$ cat config.mk
export PLATFORM = sky130hd
export DESIGN_NAME = turtle_dmem_arbiter_flat
export DESIGN_NICKNAME = d
export VERILOG_FILES = /design/src/rtl/turtle_dmem_arbiter_if.sv /design/src/rtl/turtle_dmem_arbiter.sv /design/src/flat_wrapper.sv
export SDC_FILE = /design/constraint.sdc
export NUM_CORES = 1
export LEC_CHECK = 0
export CAP_MARGIN = 10
export CORE_ASPECT_RATIO = 0.6
export CORE_MARGIN = 2
export CORE_UTILIZATION = 31
export CTS_CLUSTER_SIZE = 25
export DETAILED_ROUTE_END_ITERATION = 8
export PLACE_DENSITY = 0.85
export SLEW_MARGIN = 20
export SYNTH_ARGS = -nofsm -noshare
export SYNTH_HDL_FRONTEND = slang
export SYNTH_SLANG_ARGS = --single-unit
$ cat constraint.sdc
create_clock -name clk -period 1.9 [get_ports clk]
set_input_delay 0.285 -clock clk [delete_from_list [all_inputs] [get_ports clk]]
set_output_delay 0.285 -clock clk [all_outputs]
set_load 0.005 [all_outputs]
$ cat src/rtl/turtle_dmem_arbiter_if.sv
// turtle_dmem_arbiter_if: requester-side bus of the data-memory arbiter.
// Rev 1.0 - initial release.
`default_nettype none

interface turtle_dmem_arbiter_if #(
  parameter int DATA_W   = 8,
  parameter int D_ADDR_W = 12,
  parameter int NUM_CH   = 2
);
  logic [NUM_CH-1:0]          req;
  logic [NUM_CH-1:0]          we;
  logic [NUM_CH-1:0]          lock;
  logic [NUM_CH*D_ADDR_W-1:0] addr;
  logic [NUM_CH*DATA_W-1:0]   wdata;
  logic [NUM_CH-1:0]          gnt;
  logic [NUM_CH-1:0]          rvalid;
  logic [DATA_W-1:0]          rdata;

  modport master (output req, we, lock, addr, wdata, input gnt, rvalid, rdata);
  modport slave  (input req, we, lock, addr, wdata, output gnt, rvalid, rdata);
endinterface

`default_nettype wire

$ cat src/rtl/turtle_dmem_arbiter.sv
// turtle_dmem_arbiter: N-channel round-robin / fixed-priority arbiter with locked
// multi-beat sequences onto the single data_memory port. Rev 1.0 - initial release.
`default_nettype none

module turtle_dmem_arbiter #(
  parameter int DATA_W     = 8,
  parameter int D_ADDR_W   = 12,
  parameter int NUM_CH     = 2,
  parameter int FIXED_PRIO = 0
) (
  input  logic                clk,
  input  logic                reset,
  turtle_dmem_arbiter_if.slave bus,
  output logic [D_ADDR_W-1:0] data_addr,
  output logic [DATA_W-1:0]   write_data,
  output logic                write_enable,
  output logic                output_enable,
  input  logic [DATA_W-1:0]   read_data
);

  localparam int PTR_W = (NUM_CH > 1) ? $clog2(NUM_CH) : 1;

  typedef enum logic [0:0] {
    IDLE   = 1'b0,
    LOCKED = 1'b1
  } state_t;

  state_t            state, state_nx;
  logic [PTR_W-1:0]  rr_ptr, rr_ptr_nx;
  logic [PTR_W-1:0]  owner, owner_nx;
  logic [PTR_W-1:0]  g;
  logic              granted;
  logic              hold;
  logic [NUM_CH-1:0] rvalid_q, rvalid_nx;
  logic [DATA_W-1:0] rdata_q, rdata_nx;
  int                idx;

  // The owner keeps the port only while it still requests; dropping req releases it at once.
  always_comb begin
    granted = 1'b0;
    g       = '0;
    idx     = 0;
    hold    = (state == LOCKED) && bus.req[owner];
    if (!reset) begin
      if (hold) begin
        granted = 1'b1;
        g       = owner;
      end else if (FIXED_PRIO != 0) begin
        for (int i = NUM_CH - 1; i >= 0; i--) begin
          if (bus.req[i]) begin
            granted = 1'b1;
            g       = PTR_W'(i);
          end
        end
      end else begin
        for (int k = 0; k < NUM_CH; k++) begin
          idx = int'(rr_ptr) + k;
          if (idx >= NUM_CH) idx = idx - NUM_CH;
          if (!granted && bus.req[idx]) begin
            granted = 1'b1;
            g       = PTR_W'(idx);
          end
        end
      end
    end
  end

  assign bus.gnt       = granted ? (NUM_CH'(1) << g) : '0;
  assign data_addr     = granted ? bus.addr[g*D_ADDR_W +: D_ADDR_W] : '0;
  assign write_data    = granted ? bus.wdata[g*DATA_W +: DATA_W] : '0;
  assign write_enable  = granted &  bus.we[g];
  assign output_enable = granted & ~bus.we[g];
  assign bus.rvalid    = rvalid_q;
  assign bus.rdata     = rdata_q;

  always_comb begin
    state_nx  = IDLE;
    owner_nx  = owner;
    rr_ptr_nx = rr_ptr;
    rvalid_nx = '0;
    rdata_nx  = rdata_q;
    if (granted) begin
      owner_nx = g;
      state_nx = bus.lock[g] ? LOCKED : IDLE;
      if (FIXED_PRIO == 0 && !bus.lock[g])
        rr_ptr_nx = (g == PTR_W'(NUM_CH - 1)) ? '0 : g + 1'b1;
      if (!bus.we[g]) begin
        rvalid_nx = NUM_CH'(1) << g;
        rdata_nx  = read_data;
      end
    end
  end

  always_ff @(posedge clk) begin
    if (reset) begin
      state    <= IDLE;
      rr_ptr   <= '0;
      owner    <= '0;
      rvalid_q <= '0;
      rdata_q  <= '0;
    end else begin
      state    <= state_nx;
      rr_ptr   <= rr_ptr_nx;
      owner    <= owner_nx;
      rvalid_q <= rvalid_nx;
      rdata_q  <= rdata_nx;
    end
  end

endmodule

`default_nettype wire

$ cat src/flat_wrapper.sv
// flat-port wrapper written by rule: the top's interface ports become plain ports
module turtle_dmem_arbiter_flat 
#(
  parameter int DATA_W     = 8,
  parameter int D_ADDR_W   = 12,
  parameter int NUM_CH     = 2,
  parameter int FIXED_PRIO = 0
)
  (clk, reset, data_addr, write_data, write_enable, output_enable, read_data, bus_req, bus_we, bus_lock, bus_addr, bus_wdata, bus_gnt, bus_rvalid, bus_rdata);
  turtle_dmem_arbiter_if #(.DATA_W(DATA_W), .D_ADDR_W(D_ADDR_W), .NUM_CH(NUM_CH)) bus_i ();
  input  logic clk;
  input  logic reset;
  output logic [D_ADDR_W-1:0] data_addr;
  output logic [DATA_W-1:0] write_data;
  output logic write_enable;
  output logic output_enable;
  input  logic [DATA_W-1:0] read_data;
  input wire logic [$bits(bus_i.req)-1:0] bus_req;
  input wire logic [$bits(bus_i.we)-1:0] bus_we;
  input wire logic [$bits(bus_i.lock)-1:0] bus_lock;
  input wire logic [$bits(bus_i.addr)-1:0] bus_addr;
  input wire logic [$bits(bus_i.wdata)-1:0] bus_wdata;
  output wire logic [$bits(bus_i.gnt)-1:0] bus_gnt;
  output wire logic [$bits(bus_i.rvalid)-1:0] bus_rvalid;
  output wire logic [$bits(bus_i.rdata)-1:0] bus_rdata;
  assign bus_i.req = bus_req;
  assign bus_i.we = bus_we;
  assign bus_i.lock = bus_lock;
  assign bus_i.addr = bus_addr;
  assign bus_i.wdata = bus_wdata;
  assign bus_gnt = bus_i.gnt;
  assign bus_rvalid = bus_i.rvalid;
  assign bus_rdata = bus_i.rdata;
  turtle_dmem_arbiter #(.DATA_W(DATA_W), .D_ADDR_W(D_ADDR_W), .NUM_CH(NUM_CH), .FIXED_PRIO(FIXED_PRIO)) u_core (.clk(clk), .reset(reset), .bus(bus_i), .data_addr(data_addr), .write_data(write_data), .write_enable(write_enable), .output_enable(output_enable), .read_data(read_data));
endmodule
==> metrics.md, run 1 <==
| Metric | Value |
|---|---|
| Clk slew on worst S/H paths | `0.06 ns` |
| Chip Width | `73.0 um` |
| Sequential element share of the synthesized area | `0.294` |
| # DRC | `0` |
| Peak supply drop | `0.449 mV` |
| RSZ-0062 raised after global routing | `true` |
| Post-Syn Instances | `131` |
| Sequential Power Share | `0.316` |
| Iteration count of the initial detailed-routing pass | `4` |
| Setup violators final | `14` |
| Yosys reg bits | `13` |
| Die height | `45.4 um` |
| H-tree depth | `1` |
| Layout cells sized above 1 | `0.251` |
| Worst Setup Start Kind | `flip-flop` |
| P_sw | `0.266 mW` |
| Final Hold Fails | `0` |
| N_diodes | `0` |
| Longest Clk Path Bufs | `2` |
| Critical Path RT | `1.62 ns` |
| Status | `finished, violations left` |
| Initial core utilization | `0.339` |
| Root buffer cell | `clkbuf_8` |
| Final setup margin | `-0.107 ns` |
| Largest net degree at the start of global routing | `17` |
| CTS tree | `built` |
| Worst rel slew slack | `0.779` |
| CTS sink cnt | `13` |
| Core Area | `0.00261 mm2` |
| Vias in the first global route | `1328` |
| Largest cells by area after synthesis | `dfxtp_1 (29%), nand2_1 (17%), mux2i_1 (12%)` |
| Via count | `1319` |
| Failing checks | `setup timing` |
| Area share of the largest cell type after synthesis | `0.294` |
| Max Clock Freq | `498 MHz` |
| Synthesized area | `886 um2` |
| Worst min-delay path class | `flip-flop to flip-flop` |
| Synthesized net count | `187` |
| Die area | `0.00332 mm2` |
| Grt ovf | `0` |
| Slew Limit Fails | `0` |
| DR WL/cell | `16.0 um` |
| Layout area overhead | `128%` |
| Leakage Power | `0.915 nW` |
| Synth area leader | `dfxtp_1` |
| Min Clock Period, post-route | `2.01 ns` |
| Layout Cells excl Fill | `267` |
| Maxcap violations | `0` |
| Comb power frac | `0.420` |
| Post-Route Setup TNS | `-0.467 ns` |
| Sw Ratio | `0.280` |
| Reg-to-reg slack, setup | `0.21 ns` |
| Global placement routability congestion | `0.818` |
| Synth Area per Inst | `6.76 um2` |
| CP Class | `flip-flop to output port` |
| Worst EP arrival | `1.72 ns` |
| Int Power | `0.684 mW` |
| Post-placement cell count | `252` |
| FP Rows | `14` |
| Total track usage | `0.262` |
| CTS buffer count | `3` |
| Overall Power | `0.950 mW` |
| Drt via density | `4.94` |
| Worst Max-Slew Pin Slew | `0.331 ns` |
| Design Area, Final | `0.00202 mm2` |
| CP Capture Type | `output port` |
| Worst-path maximum fanout | `6` |
| Final Skew | `0.00139 ns` |
| Final WL | `4260 um` |
| Yosys Warn Count | `0` |
| DRT antenna net count | `0` |
| Initial DRC count | `92` |
| Global-route wire length before repair | `6510 um` |
| Clock group share of total power | `0.265` |
| Count of cell types in the netlist | `16` |
| Port bufs | `89` |
| DP Area | `0.00186 mm2` |
| Final period util | `1.06` |
| Skew-Pair Late Insertion Delay | `0.24 ns` |
| Initial antenna violation count | `0` |
| Pwr Density | `471 mW/mm2` |
| HPWL after detailed placement | `2540 um` |
| Layout Nets | `292` |
| # IOs | `90` |
## metal layers
metal | track usage | share of wire
met1 | 0.314 | 0.43
met2 | 0.495 | 0.48
met3 | 0.0642 | 0.082
met4 | 0.0333 | 0.0061
met5 | 0 | 0
## worst paths after layout
check / start / end / cells after the start
setup / recovery: u_core.state$_SDFF_PP0_ / write_enable / 7
hold / removal: u_core.bus.rdata[7]$_SDFFE_PP0P_ / u_core.bus.rdata[7]$_SDFFE_PP0P_ / 2
setup reg to reg: u_core.state$_SDFF_PP0_ / u_core.bus.rdata[5]$_SDFFE_PP0P_ / 7
hold reg to reg: u_core.bus.rdata[7]$_SDFFE_PP0P_ / u_core.bus.rdata[7]$_SDFFE_PP0P_ / 2
## power groups by stage
stage	registers (mW)	logic (mW)	clock network (mW)
6_report	0.300	0.399	0.251
5_1_grt	0.301	0.426	0.266
4_1_cts	0.297	0.383	0.254
3_5_place_dp	0.303	0.358	0
3_3_place_gp	0.301	0.349	0
2_1_floorplan	0.303	0.108	0
## layout make-up
cell class / count / area, um2
Fill cell: 181 / 594
Inverter: 4 / 15.0
Clock buffer: 3 / 41.3
Multi-Input combinational cell: 104 / 601
Tap cell: 32 / 40.0
Timing Repair Buffer: 110 / 1050
Clock inverter: 1 / 5.00
Sequential cell: 13 / 262
## Yosys cell counts
master	instances
nand2_1	40
nor2_1	8
o211ai_1	1
nand2b_1	16
o21bai_1	2
clkbuf_1	5
a21boi_0	1
a211oi_2	1
a21oi_1	2
buf_4	5
dfxtp_1	13
and2_1	1
mux2i_1	11
inv_1	4
o21ai_1	4
o21ai_0	17
## what timing repair did
item | in CTS | in global routing
pin swaps | 3 | 5
setup buffers | 6 | 2
hold buffers | 0 | 0
hold endpoints to repair | 0 | 0
resized for setup | 112 | 21
setup endpoints to repair | 24 | 24
gates cloned | 5 | 1
## cells in the final DEF (no fill, tap or decap)
master	Yosys	final
clkbuf_2	0	1
o211ai_1	1	1
nor2_1	8	7
buf_6	0	5
clkinv_2	0	1
o21bai_1	2	2
clkbuf_8	0	3
buf_2	0	21
dfxtp_2	0	1
nand2b_1	16	16
mux2i_1	11	10
buf_4	5	11
inv_2	0	2
clkdlybuf4s50_1	0	62
mux2i_4	0	1
a21boi_4	0	1
o21ai_0	17	1
buf_12	0	2
o21ai_2	0	2
nand2_2	0	2
dlygate4sd2_1	0	4
clkbuf_16	0	1
and2_1	1	1
buf_16	0	3
inv_1	4	2
a21oi_1	2	2
a211oi_4	0	1
dfxtp_1	13	12
nor2_2	0	1
o21ai_1	4	18
nand2_1	40	38
## worst max-delay path, stage by stage, from the launching register on
cell	delay [ns]
dfxtp_2	0.33
mux2i_4	0.19
a211oi_4	0.29
buf_6	0.19
buf_12	0.12
mux2i_1	0.17
nor2_1	0.05
buf_2	0.13
## cell families (layout without fill, tap and decap cells)
group	after synthesis	in the layout	synth area share
flops	13	13	0.294
simple gates	65	65	0.323
compound gates	28	28	0.178
mux	11	11	0.124
buf+inv	14	118	0.0805
## per-stage QoR
stage / setup slack [ns] / hold WS, ns / util
after floorplan: 0.453 / 0.429 / -
after global routing: -0.141 / 0.501 / 0.772
after CTS: -0.109 / 0.483 / 0.765
after global placement: -0.403 / 0.458 / 0.711
after detailed placement: -0.451 / 0.472 / 0.711
final: -0.107 / 0.477 / 0.772
## registers in the layout (all words and copies together) (netlist names)
name	flops
u_core.bus.rdata	8
u_core.bus.rvalid	2
u_core.owner	1
u_core.rr_ptr	1
u_core.state	1
Note: power is estimated with default switching activity, not from simulation.
==> inputs of run 2 (changes only) <==
--- a/config.mk
+++ b/config.mk
@@ -8,10 +8,13 @@
 export CAP_MARGIN = 10
 export CORE_ASPECT_RATIO = 0.6
 export CORE_MARGIN = 2
-export CORE_UTILIZATION = 31
+export CORE_UTILIZATION = 32
+export CTS_BUF_LIST = sky130_fd_sc_hd__clkbuf_4 sky130_fd_sc_hd__clkbuf_8
+export CTS_CLUSTER_DIAMETER = 30
 export CTS_CLUSTER_SIZE = 25
 export DETAILED_ROUTE_END_ITERATION = 8
-export PLACE_DENSITY = 0.85
+export GPL_TIMING_DRIVEN = 0
+export PLACE_DENSITY = 0.87
 export SLEW_MARGIN = 20
 export SYNTH_ARGS = -nofsm -noshare
 export SYNTH_HDL_FRONTEND = slang
==> run 2 against run 1 <==
Compared with the run above: the flow still finishes with violations (setup timing); global-route usage is 3.5 points lower; non-clock buffer count is 9 higher; first-iteration DRC count is 47% lower; critical path depth is 2 higher; setup slack worse by 0.17 ns; register-to-register slack better by 0.06 ns; critical path type unchanged; critical endpoint is now data_addr[1]; highest routed layer unchanged.
==> metrics.md, run 2 (synthesized netlist as in run 1, its figures left out) <==
| Metric | Value |
|---|---|
| DR WL/cell | `14.6 um` |
| Core Area | `0.00257 mm2` |
| Worst rel slew slack | `0.749` |
| Worst-path maximum fanout | `4` |
| Post-Route Setup TNS | `-2.29 ns` |
| Final Hold Fails | `0` |
| FF-to-FF End | `u_core.bus.rdata[5]$_SDFFE_PP0P_` |
| Worst Setup Start Kind | `flip-flop` |
| H-tree depth | `1` |
| Final WL | `4030 um` |
| HPWL after detailed placement | `2540 um` |
| Peak supply drop | `0.330 mV` |
| Leakage Power | `0.962 nW` |
| Reg-to-reg slack, setup | `0.27 ns` |
| Worst Max-Slew Pin Slew | `0.376 ns` |
| Number of flip-flops in the largest register | `8` |
| Initial antenna violation count | `0` |
| CTS buffer count | `3` |
| Hold slack | `0.478 ns` |
| Most frequent cells in the layout | `clkdlybuf4s50_1 (62), nand2_1 (24), buf_2 (23), nand2_2 (16), nand2b_1 (16)` |
| Grt ovf | `0` |
| Layout area overhead | `133%` |
| Skew-Pair Late Insertion Delay | `0.25 ns` |
| Maxcap violations | `0` |
| Iteration count of the initial detailed-routing pass | `4` |
| Final setup margin | `-0.280 ns` |
| Die height | `44.8 um` |
| Hold-critical path endpoint | `u_core.bus.rdata[4]$_SDFFE_PP0P_` |
| Min Clock Period, post-route | `2.18 ns` |
| CP Capture Type | `output port` |
| Initial DRC count | `49` |
| DP Area | `0.00182 mm2` |
| Max Clock Freq | `459 MHz` |
| Global-route wire length before repair | `5630 um` |
| Final Skew | `0.00539 ns` |
| Critical Path RT | `1.62 ns` |
| Layout Nets | `301` |
| N_diodes | `0` |
| WHS Path Cells | `2` |
| Failing checks | `setup timing` |
| Chip Width | `71.9 um` |
| Clk slew on worst S/H paths | `0.06 ns` |
| Die area | `0.00322 mm2` |
| CTS sink cnt | `13` |
| Initial core utilization | `0.344` |
| Global placement routability congestion | `0.745` |
| Vias in the first global route | `1252` |
| FF-to-FF Start | `u_core.state$_SDFF_PP0_` |
| Via count | `1334` |
| Final period util | `1.15` |
| Final design utilization | `0.801` |
| Pwr Density | `459 mW/mm2` |
| CP Class | `flip-flop to output port` |
| Status | `finished, violations left` |
| Slew Limit Fails | `0` |
| Total track usage | `0.228` |
| Largest net degree at the start of global routing | `11` |
| Layout cells sized above 1 | `0.352` |
| Design Area, Final | `0.00206 mm2` |
| # DRC | `0` |
| CTS tree | `built` |
| Most common cell after layout, fill and taps aside | `clkdlybuf4s50_1` |
| Setup violators final | `22` |
| Worst min-delay path class | `flip-flop to flip-flop` |
| FP Rows | `14` |
| Worst R2R Path Depth | `7` |
| Worst EP arrival | `1.90 ns` |
| Longest Clk Path Bufs | `2` |
| Root buffer cell | `clkbuf_8` |
| DRT antenna net count | `0` |
| # IOs | `90` |
| Hold_buf cts | `0` |
| Hold_sp | `u_core.bus.rdata[4]$_SDFFE_PP0P_` |
| Drt via density | `4.83` |
| RSZ-0062 raised after global routing | `true` |
| Port bufs | `89` |
run 2: changes by cell type in the layout (fill, tap and decap cells not counted), moves of 3 or more:
cell,delta
buf_16,-3
o21ai_2,+4
buf_6,+10
nand2_1,-14
o21ai_1,-4
nand2_2,+14
run 2: final cells by class:
type | count | area [um2]
buffer | 9 | 87.6
inverter | 4 | 15.0
timing repair buffer | 110 | 977
sequential | 13 | 263
multi-input combinational | 104 | 633
clock buffer | 3 | 41.3
tap | 32 | 40.0
fill | 169 | 513
clock inverter | 1 | 5.00
run 2: timing repair:
item,in CTS,in global routing
cloned,2,0
setup endpoints to repair,24,24
buffers inserted,16,6
resized for setup,144,23
pin swaps,8,10
run 2: worst max path at each step:
stage	start	end	cells after the start
after floorplan	u_core.state$_SDFF_PP0_	data_addr[3]	5
final	u_core.state$_SDFF_PP0_	data_addr[1]	9
after global routing	u_core.state$_SDFF_PP0_	data_addr[1]	9
after CTS	u_core.state$_SDFF_PP0_	output_enable	6
after detailed placement	reset	write_data[1]	7
after global placement	reset	data_addr[10]	7
run 2: worst max-delay path, stage by stage, from the launching register on:
cell and delay [ns]:
dfxtp_2 0.32, mux2i_2 0.15, a211oi_2 0.30, buf_4 0.21, buf_6 0.12, buf_6 0.11, buf_6 0.09, nand2_2 0.05
o21ai_1 0.13, buf_2 0.17
run 2: metal layers:
metal  vias up  wire length (um)  GRT usage
met4         0               102     0.0566
met3        10               248     0.0513
met1       625              1620      0.256
met2        50              2050      0.446
li1        649                 -          -
met5         -                 0          0
run 2: metrics by stage:
stage / worst slack [ns] / total power, mW / instances
floorplan: 0.453 / 0.411 / 131
global placement: -0.650 / 0.636 / 252
detailed placement: -0.679 / 0.646 / 252
CTS: -0.205 / 0.921 / 272
global route: -0.345 / 0.994 / 276
finish: -0.280 / 0.946 / 276
run 2: report_power, final:
group          leakage (nW)  switching, mW  internal (mW)
combinational         0.829          0.150          0.247
sequential            0.107        0.00867          0.290
clock                0.0255          0.105          0.145
==> inputs of run 3 (changes only) <==
--- a/config.mk
+++ b/config.mk
@@ -15,7 +15,7 @@
 export DETAILED_ROUTE_END_ITERATION = 8
 export GPL_TIMING_DRIVEN = 0
 export PLACE_DENSITY = 0.87
-export SLEW_MARGIN = 20
+export SLEW_MARGIN = 0
 export SYNTH_ARGS = -nofsm -noshare
 export SYNTH_HDL_FRONTEND = slang
 export SYNTH_SLANG_ARGS = --single-unit
==> results of run 3 <==
No change in the layout: final DEF, timing and power equal those of run 2.
